### config.mk
export PLATFORM = sky130hd
export DESIGN_NAME = xgriscv_lsu
export DESIGN_NICKNAME = d
export VERILOG_FILES = /design/src/rtl/xgriscv_lsu.sv
export SDC_FILE = /design/constraint.sdc
export NUM_CORES = 1
export LEC_CHECK = 0
export ABC_CLOCK_PERIOD_IN_PS = 37700
export CAP_MARGIN = 20
export CELL_PAD_IN_SITES_DETAIL_PLACEMENT = 2
export CELL_PAD_IN_SITES_GLOBAL_PLACEMENT = 2
export CORE_MARGIN = 1.5
export CORE_UTILIZATION = 30
export CTS_CLUSTER_DIAMETER = 120
export DETAILED_ROUTE_END_ITERATION = 12
export GPL_ROUTABILITY_DRIVEN = 0
export GPL_TIMING_DRIVEN = 0
export PLACE_DENSITY = 0.81
export SLEW_MARGIN = 5
export SYNTH_ARGS = -nofsm -noshare
export SYNTH_HDL_FRONTEND = slang
export SYNTH_SLANG_ARGS = --single-unit
export TNS_END_PERCENT = 20
### constraint.sdc
create_clock -name clk -period 37.7 [get_ports clk]
set_input_delay 5.655 -clock clk [delete_from_list [all_inputs] [get_ports clk]]
set_output_delay 5.655 -clock clk [all_outputs]
set_load 0.01 [all_outputs]
### src/rtl/xgriscv_lsu.sv
// Load/store unit between the execute stage and a word-only data memory; sub-word stores are read-modify-write.
// Define XGRISCV_LSU_MISALIGN_CHECK_EN to reject misaligned H/HU/W requests with a misalign pulse.
module xgriscv_lsu #(
  parameter int XLEN      = 32,
  parameter int ADDR_SIZE = 32
) (
  input  logic                 clk,
  input  logic                 reset,
  input  logic                 req_valid,
  input  logic                 req_we,
  input  logic [2:0]           req_funct3,
  input  logic [ADDR_SIZE-1:0] req_addr,
  input  logic [XLEN-1:0]      req_wdata,
  input  logic [ADDR_SIZE-1:0] req_pc,
  output logic                 req_ready,
  output logic                 load_valid,
  output logic [XLEN-1:0]      load_data,
  output logic                 misalign,
  output logic                 mem_we,
  output logic [XLEN-1:0]      mem_a,
  output logic [XLEN-1:0]      mem_wd,
  output logic [ADDR_SIZE-1:0] mem_pc,
  input  logic [XLEN-1:0]      mem_rd
);

  typedef enum logic [1:0] {
    IDLE      = 2'd0,
    LOAD_RESP = 2'd1,
    ST_MERGE  = 2'd2
  } state_t;

  localparam logic [2:0] F3_B  = 3'b000;
  localparam logic [2:0] F3_H  = 3'b001;
  localparam logic [2:0] F3_W  = 3'b010;
  localparam logic [2:0] F3_BU = 3'b100;
  localparam logic [2:0] F3_HU = 3'b101;

  state_t state, state_nxt;

  logic                 accept;
  logic                 f3_ok;
  logic                 mis_req;
  logic                 capture_load;
  logic                 capture_store;

  logic [XLEN-1:0]      lane_q;
  logic [2:0]           lane_f3_q;
  logic [1:0]           lane_off_q;

  logic [XLEN-1:0]      merge_q;
  logic [ADDR_SIZE-1:0] st_addr_q;
  logic [ADDR_SIZE-1:0] st_pc_q;
  logic [15:0]          st_wdata_q;
  logic                 st_half_q;
  logic [XLEN-1:0]      merged_wd;

  function automatic logic [XLEN-1:0] extend_lane(input logic [XLEN-1:0] word,
                                                  input logic [2:0]      f3,
                                                  input logic [1:0]      off);
    logic [7:0]  b;
    logic [15:0] h;
    logic [XLEN-1:0] r;
    b = word[{off, 3'b000} +: 8];
    h = word[{off[1], 4'b0000} +: 16];
    case (f3)
      F3_B:    r = {{(XLEN-8){b[7]}}, b};
      F3_BU:   r = {{(XLEN-8){1'b0}}, b};
      F3_H:    r = {{(XLEN-16){h[15]}}, h};
      F3_HU:   r = {{(XLEN-16){1'b0}}, h};
      F3_W:    r = word;
      default: r = '0;
    endcase
    return r;
  endfunction

  assign req_ready = (state == IDLE);
  assign accept    = req_valid && req_ready;
  assign f3_ok     = !(req_funct3 == 3'b011 || req_funct3 == 3'b110 || req_funct3 == 3'b111);

`ifdef XGRISCV_LSU_MISALIGN_CHECK_EN
  logic mis_q;

  assign mis_req = ((req_funct3[1:0] == 2'b01) && req_addr[0]) ||
                   ((req_funct3 == F3_W) && (req_addr[1:0] != 2'b00));

  always_ff @(posedge clk) begin
    if (reset) mis_q <= 1'b0;
    else       mis_q <= accept && mis_req;
  end

  assign misalign = mis_q;
`else
  assign mis_req  = 1'b0;
  assign misalign = 1'b0;
`endif

  // Replace the addressed byte or halfword of the captured word with the latched store data.
  always_comb begin
    merged_wd = merge_q;
    if (st_half_q) merged_wd[{st_addr_q[1], 4'b0000} +: 16] = st_wdata_q;
    else           merged_wd[{st_addr_q[1:0], 3'b000} +: 8] = st_wdata_q[7:0];
  end

  always_comb begin
    state_nxt     = state;
    mem_we        = 1'b0;
    mem_a         = XLEN'({req_addr[ADDR_SIZE-1:2], 2'b00});
    mem_pc        = req_pc;
    mem_wd        = req_wdata;
    capture_load  = 1'b0;
    capture_store = 1'b0;
    case (state)
      IDLE: begin
        if (accept && !mis_req) begin
          if (!req_we) begin
            capture_load = 1'b1;
            state_nxt    = LOAD_RESP;
          end else if (f3_ok) begin
            if (req_funct3[1:0] == 2'b10) begin
              mem_we = 1'b1;
            end else begin
              capture_store = 1'b1;
              state_nxt     = ST_MERGE;
            end
          end
        end
      end
      LOAD_RESP: state_nxt = IDLE;
      ST_MERGE: begin
        mem_we    = 1'b1;
        mem_a     = XLEN'({st_addr_q[ADDR_SIZE-1:2], 2'b00});
        mem_pc    = st_pc_q;
        mem_wd    = merged_wd;
        state_nxt = IDLE;
      end
      default: state_nxt = IDLE;
    endcase
    // Reset suppresses any write in flight, including the merge write.
    if (reset) begin
      mem_we    = 1'b0;
      state_nxt = IDLE;
    end
  end

  always_ff @(posedge clk) begin
    if (reset) state <= IDLE;
    else       state <= state_nxt;
  end

  always_ff @(posedge clk) begin
    if (reset) begin
      lane_q     <= '0;
      lane_f3_q  <= 3'b000;
      lane_off_q <= 2'b00;
    end else if (capture_load) begin
      lane_q     <= mem_rd;
      lane_f3_q  <= req_funct3;
      lane_off_q <= req_addr[1:0];
    end
  end

  always_ff @(posedge clk) begin
    if (capture_store) begin
      merge_q    <= mem_rd;
      st_addr_q  <= req_addr;
      st_pc_q    <= req_pc;
      st_wdata_q <= req_wdata[15:0];
      st_half_q  <= req_funct3[0];
    end
  end

  assign load_valid = (state == LOAD_RESP);
  assign load_data  = (state == LOAD_RESP) ? extend_lane(lane_q, lane_f3_q, lane_off_q) : '0;

endmodule

======== After elaboration in Yosys (flattened, before gate mapping) ========
Index checks and enable logic that the tools add are counted.
storage, ports and cells
  register bits ........................... 152
  bits of input ports ..................... 135
  output and inout bits ................... 132
  logic and storage cells ................. 62
operators by class
  multiplexer cells ....................... 25
  bitwise operators ....................... 1
  shift-type cells ........................ 6
  add/subtract/negate cells ............... 2
  reductions and logical operators ........ 7
  eq/ne operators ......................... 12
operator list
  kind                       number
  $mux W32                   5
  $pmux W32 S5               1
  $bwmux W32                 2
  $shift A16 B7 Y32 const A  1
  $shift A8 B7 Y32 const A   1
  $shiftx A16 B7 Y32         1
  $shiftx A32 B6 Y16         1
  $shiftx A32 B6 Y8          1
  $shiftx A8 B7 Y32          1
  $neg A5 Y7                 2
  $mux W1                    13
  $eq A3 B3 Y1 const B       4
  $eq A3 B2 Y1 const B       2
  $mux W2                    3
  $eq A2 B2 Y1 const B       2
  $ne A2 B2 Y1 const B       2
  $eq A3 B1 Y1 const B       1
  $logic_not A3 Y1           1
  $reduce_and A3 Y1          1
  $eq A2 B1 Y1 const B       1
  $logic_not A2 Y1           1
  $logic_or A1 B1 Y1         2
  $pmux W1 S2                1
  $reduce_or A2 Y1           1
  other kinds (2)            2

======== Depth between registers and ports, before layout ========
  depth in word-level cells ............... 8
  mapped depth ............................ 8
  depth with buffers taken out ............ 5

======== Worst setup path after synthesis ========
Ideal clock, no wire load.
  path type ............................... in2reg
  from .................................... input port req_funct3[1]
  to ...................................... register merge_q[0] (enable)
  buffers on the path ..................... 0
  path slack .............................. 20.248 ns
  data arrival time ....................... 16.587 ns
  cell stages on the path ................. 1
  path through ............................ nor4_1
between the ends
  cells in the longest elaborated chain, start to end .. 7
ends and longest elaborated chain
  what                                          RTL line  text
  start, declared                               11        input logic [2:0] req_funct3,
  $eq A3 B2 Y1 or $eq A3 B3 Y1 (tied branches)  78        assign f3_ok = !(req_funct3 == 3'b011 || req_funct3 == 3'b110 || req_funct3 == 3'b111);
  $logic_or A1 B1 Y1 (2 in series)              78
  $mux W1 (*)                                   118       end else if (f3_ok) begin
  $mux W1 (*)                                   115       if (!req_we) begin
  $mux W1 (*)                                   114       if (accept && !mis_req) begin
  $mux W1 (*)                                   112       case (state)
  end signal, assigned                          164       merge_q <= mem_rd;
  end, declared                                 50        logic [XLEN-1:0] merge_q;
Mark *: on every way between the ends. The rest lies on a longest branch, timed or not.
A chain may end at the register's enable or synchronous reset.

======== Worst setup path in the final report ========
  from .................................... input port req_funct3[0]
  to ...................................... output port mem_we
between the ends
  cells in the longest elaborated chain, start to end .. 8
ends and longest elaborated chain
  what                                          RTL line  text
  $eq A3 B2 Y1 or $eq A3 B3 Y1 (tied branches)  78
  $logic_or A1 B1 Y1 (2 in series)              78
  $mux W1 (*)                                   118
  $mux W1 (*)                                   115
  $mux W1 (*)                                   114
  $pmux W1 S2 (*)                               112
  $mux W1 (*)                                   139       if (reset) begin
  end, declared                                 19        output logic mem_we,
Marked as above.

==> results.md <==
* Status: complete, no violations
* Hold buffers post-CTS at 0
* Setup slack, reg-to-reg at 35180 ps
* Antenna Nets Post-Route at 0
* Post-route cell area at 0.01144 mm2
* Hold_sp: lane_q[27]
* Register area share after synthesis at 0.5469
* Unrepaired setup endpoints after global routing: no
* DR vias at 6731
* Top Ports at 267
* FF-to-FF path depth at 7
* DP Area at 0.01081 mm2
* Syn Std Cell Area at 0.007632 mm2
* CP Class: in2out
* VDD IR max at 0.02971 mV
* Die Width at 162.5 um
* Starting Density at 0.3040
* FILL cells at 2572
* Avg WL per Cell at 24.83 um
* Worst skew pair latency at 430 ps
* Final WL at 31840 um
* Slowest stage delay, CP at 620 ps
* Slew margin rel. at 0.4845
* Peak Freq at 77.09 MHz
* Vias in the first global route at 7260
* Setup TNS at 0 ps
* Reg2reg end: merge_q[18]
* Post-Synth Simple-Gate Area at 0.07279
* Startpoint Class: primary input
* GRT Total Usage at 0.2430
* Top cells by area, synth: edfxtp_1 44%, mux2_2 12%, dfxtp_1 10%
* CTS buffer count at 17
* Clk pin slew, worst setup/hold paths at 70 ps
* Setup crit end: mem_we
* TritonCTS clock tree: built
* Root Buffer: clkbuf_16
* Post-Route Skew at 13.19 ps
* CP max stage cell: clkdlybuf4s50_1
* Share of the synthesized area in the top cell type at 0.4446
* DRT iter0 DRCs at 363
* Complex-gate fraction of the synthesized area at 0.1705
* Layout cells sized above 1 at 0.1758
* GR Overflow Total at 0
* Period utilisation layout at 0.3441
* RR Startpoint: state[1]
* Max Slew Vio Count at 0
* CTS Sinks at 152
* Most used cell, CP: clkdlybuf4s50_1
* Post-CTS Setup Inserts at 0
* Num rows at 58
* Yosys reg bits at 152
* First-pass GRT wire length at 47530 um
* Synth Area in XOR/XNOR at 0
* Endpoints failing setup at 0
* Area of the multi-input gates at 0.003136 mm2
* Leak pwr at 4.006 nW
* Worst min-delay path class: reg2reg
* Max Cap Viol at 0
* Register Area at 0.004174 mm2
* Data required, critical path at 32040 ps
* Final Hold Viols at 0
* Yosys cell types at 36
* CTS Buffer Depth at 2
* Post-Synth Adder-Cell Area at 0.008197
* Cells along the critical path: clkdlybuf4s50_1 > nor2_1 > a41oi_1 > nor3_1 > clkdlybuf4s50_1
* Max FO, Critical Path at 3
* Synthesis Warnings at 0
* Critical Path Start: req_funct3[0]
* Crit path DAT at 7320 ps
* CORE AREA at 0.02511 mm2
* First-pass DRT Iterations at 5
* Mux contribution to synthesized area at 0.1570
* Drt drc at 0
* Total power at 441.2 uW
* Post-Syn Area per Cell at 11.96 um2
* Crit path capture type: primary output
* Port Buffers at 262
* Main combinational cell family by area after synthesis: compound AO/OA/AOI/OAI gates
* CTS H-tree depth at 4
* Pwr per Cell Area at 38.57 mW/mm2
* Crit path time final at 12970 ps
* PostCTS Resize Cnt at 0
* Final #Nets at 1077
* Cell count after synthesis at 638
* Vias/cell at 5.250
* Yosys top cell by area: edfxtp_1
* Initial antenna violation count at 2
* Chip height at 162.5 um
* Die area at 0.02641 mm2
* Worst-Margin Slew at 769.9 ps
* Largest net degree at the start of global routing at 18
* Post-DP HPWL at 24740 um
* Layout overhead on the synthesized area at 49.88%
critical path, delay by kind of cell:
family                 cells  cell delay [ps]
buffers and inverters      2             1150
and+or+nand+nor            2              370
AOI/OAI and AO/OA          1              140
worst min-delay path by stage:
stage / end / slack [ps] / depth (start not counted)
after detailed placement: lane_q[27] / 470 / 2
after CTS: lane_q[27] / 490 / 2
after global placement: lane_q[27] / 470 / 2
after global routing: lane_q[0] / 510 / 2
final: lane_q[27] / 490 / 2
after floorplan: lane_q[16] / 450 / 2
synthesized netlist by cell type:
cell type,instances
clkbuf_1,20
nand2_1,93
nor3b_2,1
a21boi_1,1
a31oi_1,16
a41oi_1,1
o211ai_2,1
nor4b_4,1
nor3_1,1
nor4_2,1
a22oi_1,8
a21oi_1,84
edfxtp_1,113
nor4bb_1,3
or4b_4,1
buf_6,7
buf_2,23
o21ai_0,1
nand2b_1,2
mux2_2,78
dfxtp_1,39
inv_1,7
a32oi_2,1
buf_4,4
nor2_1,4
ha_1,5
a22o_1,32
nor4_1,1
conb_1,1
a32oi_1,8
and4b_1,1
a221o_1,32
mux2i_1,32
nor2b_1,4
nand3_1,8
buf_1,3
state kept, by name (all words and copies together), names as in the netlist:
signal      cells
lane_f3_q       3
lane_off_q      2
lane_q         32
merge_q        32
st_addr_q      32
st_half_q       1
st_pc_q        32
st_wdata_q     16
state           2
layout make-up:
cell class	instances	area share
antenna	2	0.0004375
buffer	57	0.02712
clock buffer	17	0.03719
clock inverter	15	0.01750
inverter	7	0.002297
multi-input combinational	424	0.2741
sequential	152	0.3649
tap	330	0.03609
timing repair buffer	278	0.2404
cell families after synthesis:
group / count (synthesis)
buf+inv: 64
mux: 110
simple gates: 121
other cells: 1
flops: 152
compound gates: 185
fa+ha+maj: 5
power breakdown:
part           internal [mW]  switching [mW]  leakage, nW
Sequential             0.186         0.00479         1.35
Clock                  0.102          0.0826        0.305
Combinational         0.0368          0.0293         2.35
Total                  0.325           0.117         4.01
metrics by stage:
stage | setup WS (ps) | utilization | instances | hold WS [ps]
after floorplan | 20250 | - | 640 | 446.1
after global placement | 14210 | 0.4252 | 1232 | 465.9
after detailed placement | 24750 | 0.4305 | 1248 | 475.0
after CTS | 24740 | 0.4554 | 1280 | 485.6
after global routing | 24710 | 0.4556 | 1282 | 506.2
final | 24730 | 0.4556 | 1282 | 489.2
cells in the final DEF (no fill, tap or decap), types with 2 or more instances in the layout:
master | synthesis | layout
edfxtp_1 | 113 | 113
clkbuf_16 | 0 | 17
buf_6 | 7 | 9
clkbuf_1 | 20 | 20
nor2_1 | 4 | 4
a21oi_1 | 84 | 84
mux2_2 | 78 | 78
conb_1 | 1 | 3
a22o_1 | 32 | 32
clkdlybuf4s50_1 | 0 | 262
a32oi_1 | 8 | 8
a22oi_1 | 8 | 8
inv_6 | 0 | 5
ha_1 | 5 | 5
buf_2 | 23 | 23
inv_8 | 0 | 5
a31oi_1 | 16 | 16
buf_1 | 3 | 3
nor2b_1 | 4 | 4
buf_4 | 4 | 18
nand3_1 | 8 | 8
mux2i_1 | 32 | 32
bufinv_16 | 0 | 2
diode_2 | 0 | 2
clkinv_8 | 0 | 2
nand2b_1 | 2 | 2
nor4_2 | 1 | 2
a221o_1 | 32 | 32
inv_1 | 7 | 7
nand2_1 | 93 | 93
dfxtp_1 | 39 | 39
nor4bb_1 | 3 | 3
per-layer routing:
metal | up-vias | global-route usage | part of all wire
li1 | 3058 | - | -
met1 | 3479 | 0.2972 | 0.42
met2 | 173 | 0.4450 | 0.54
met3 | 21 | 0.03234 | 0.033
met4 | 0 | 0.06756 | 0.011
met5 | - | 0 | 0
No activity file was read; power rests on OpenSTA's default activity.
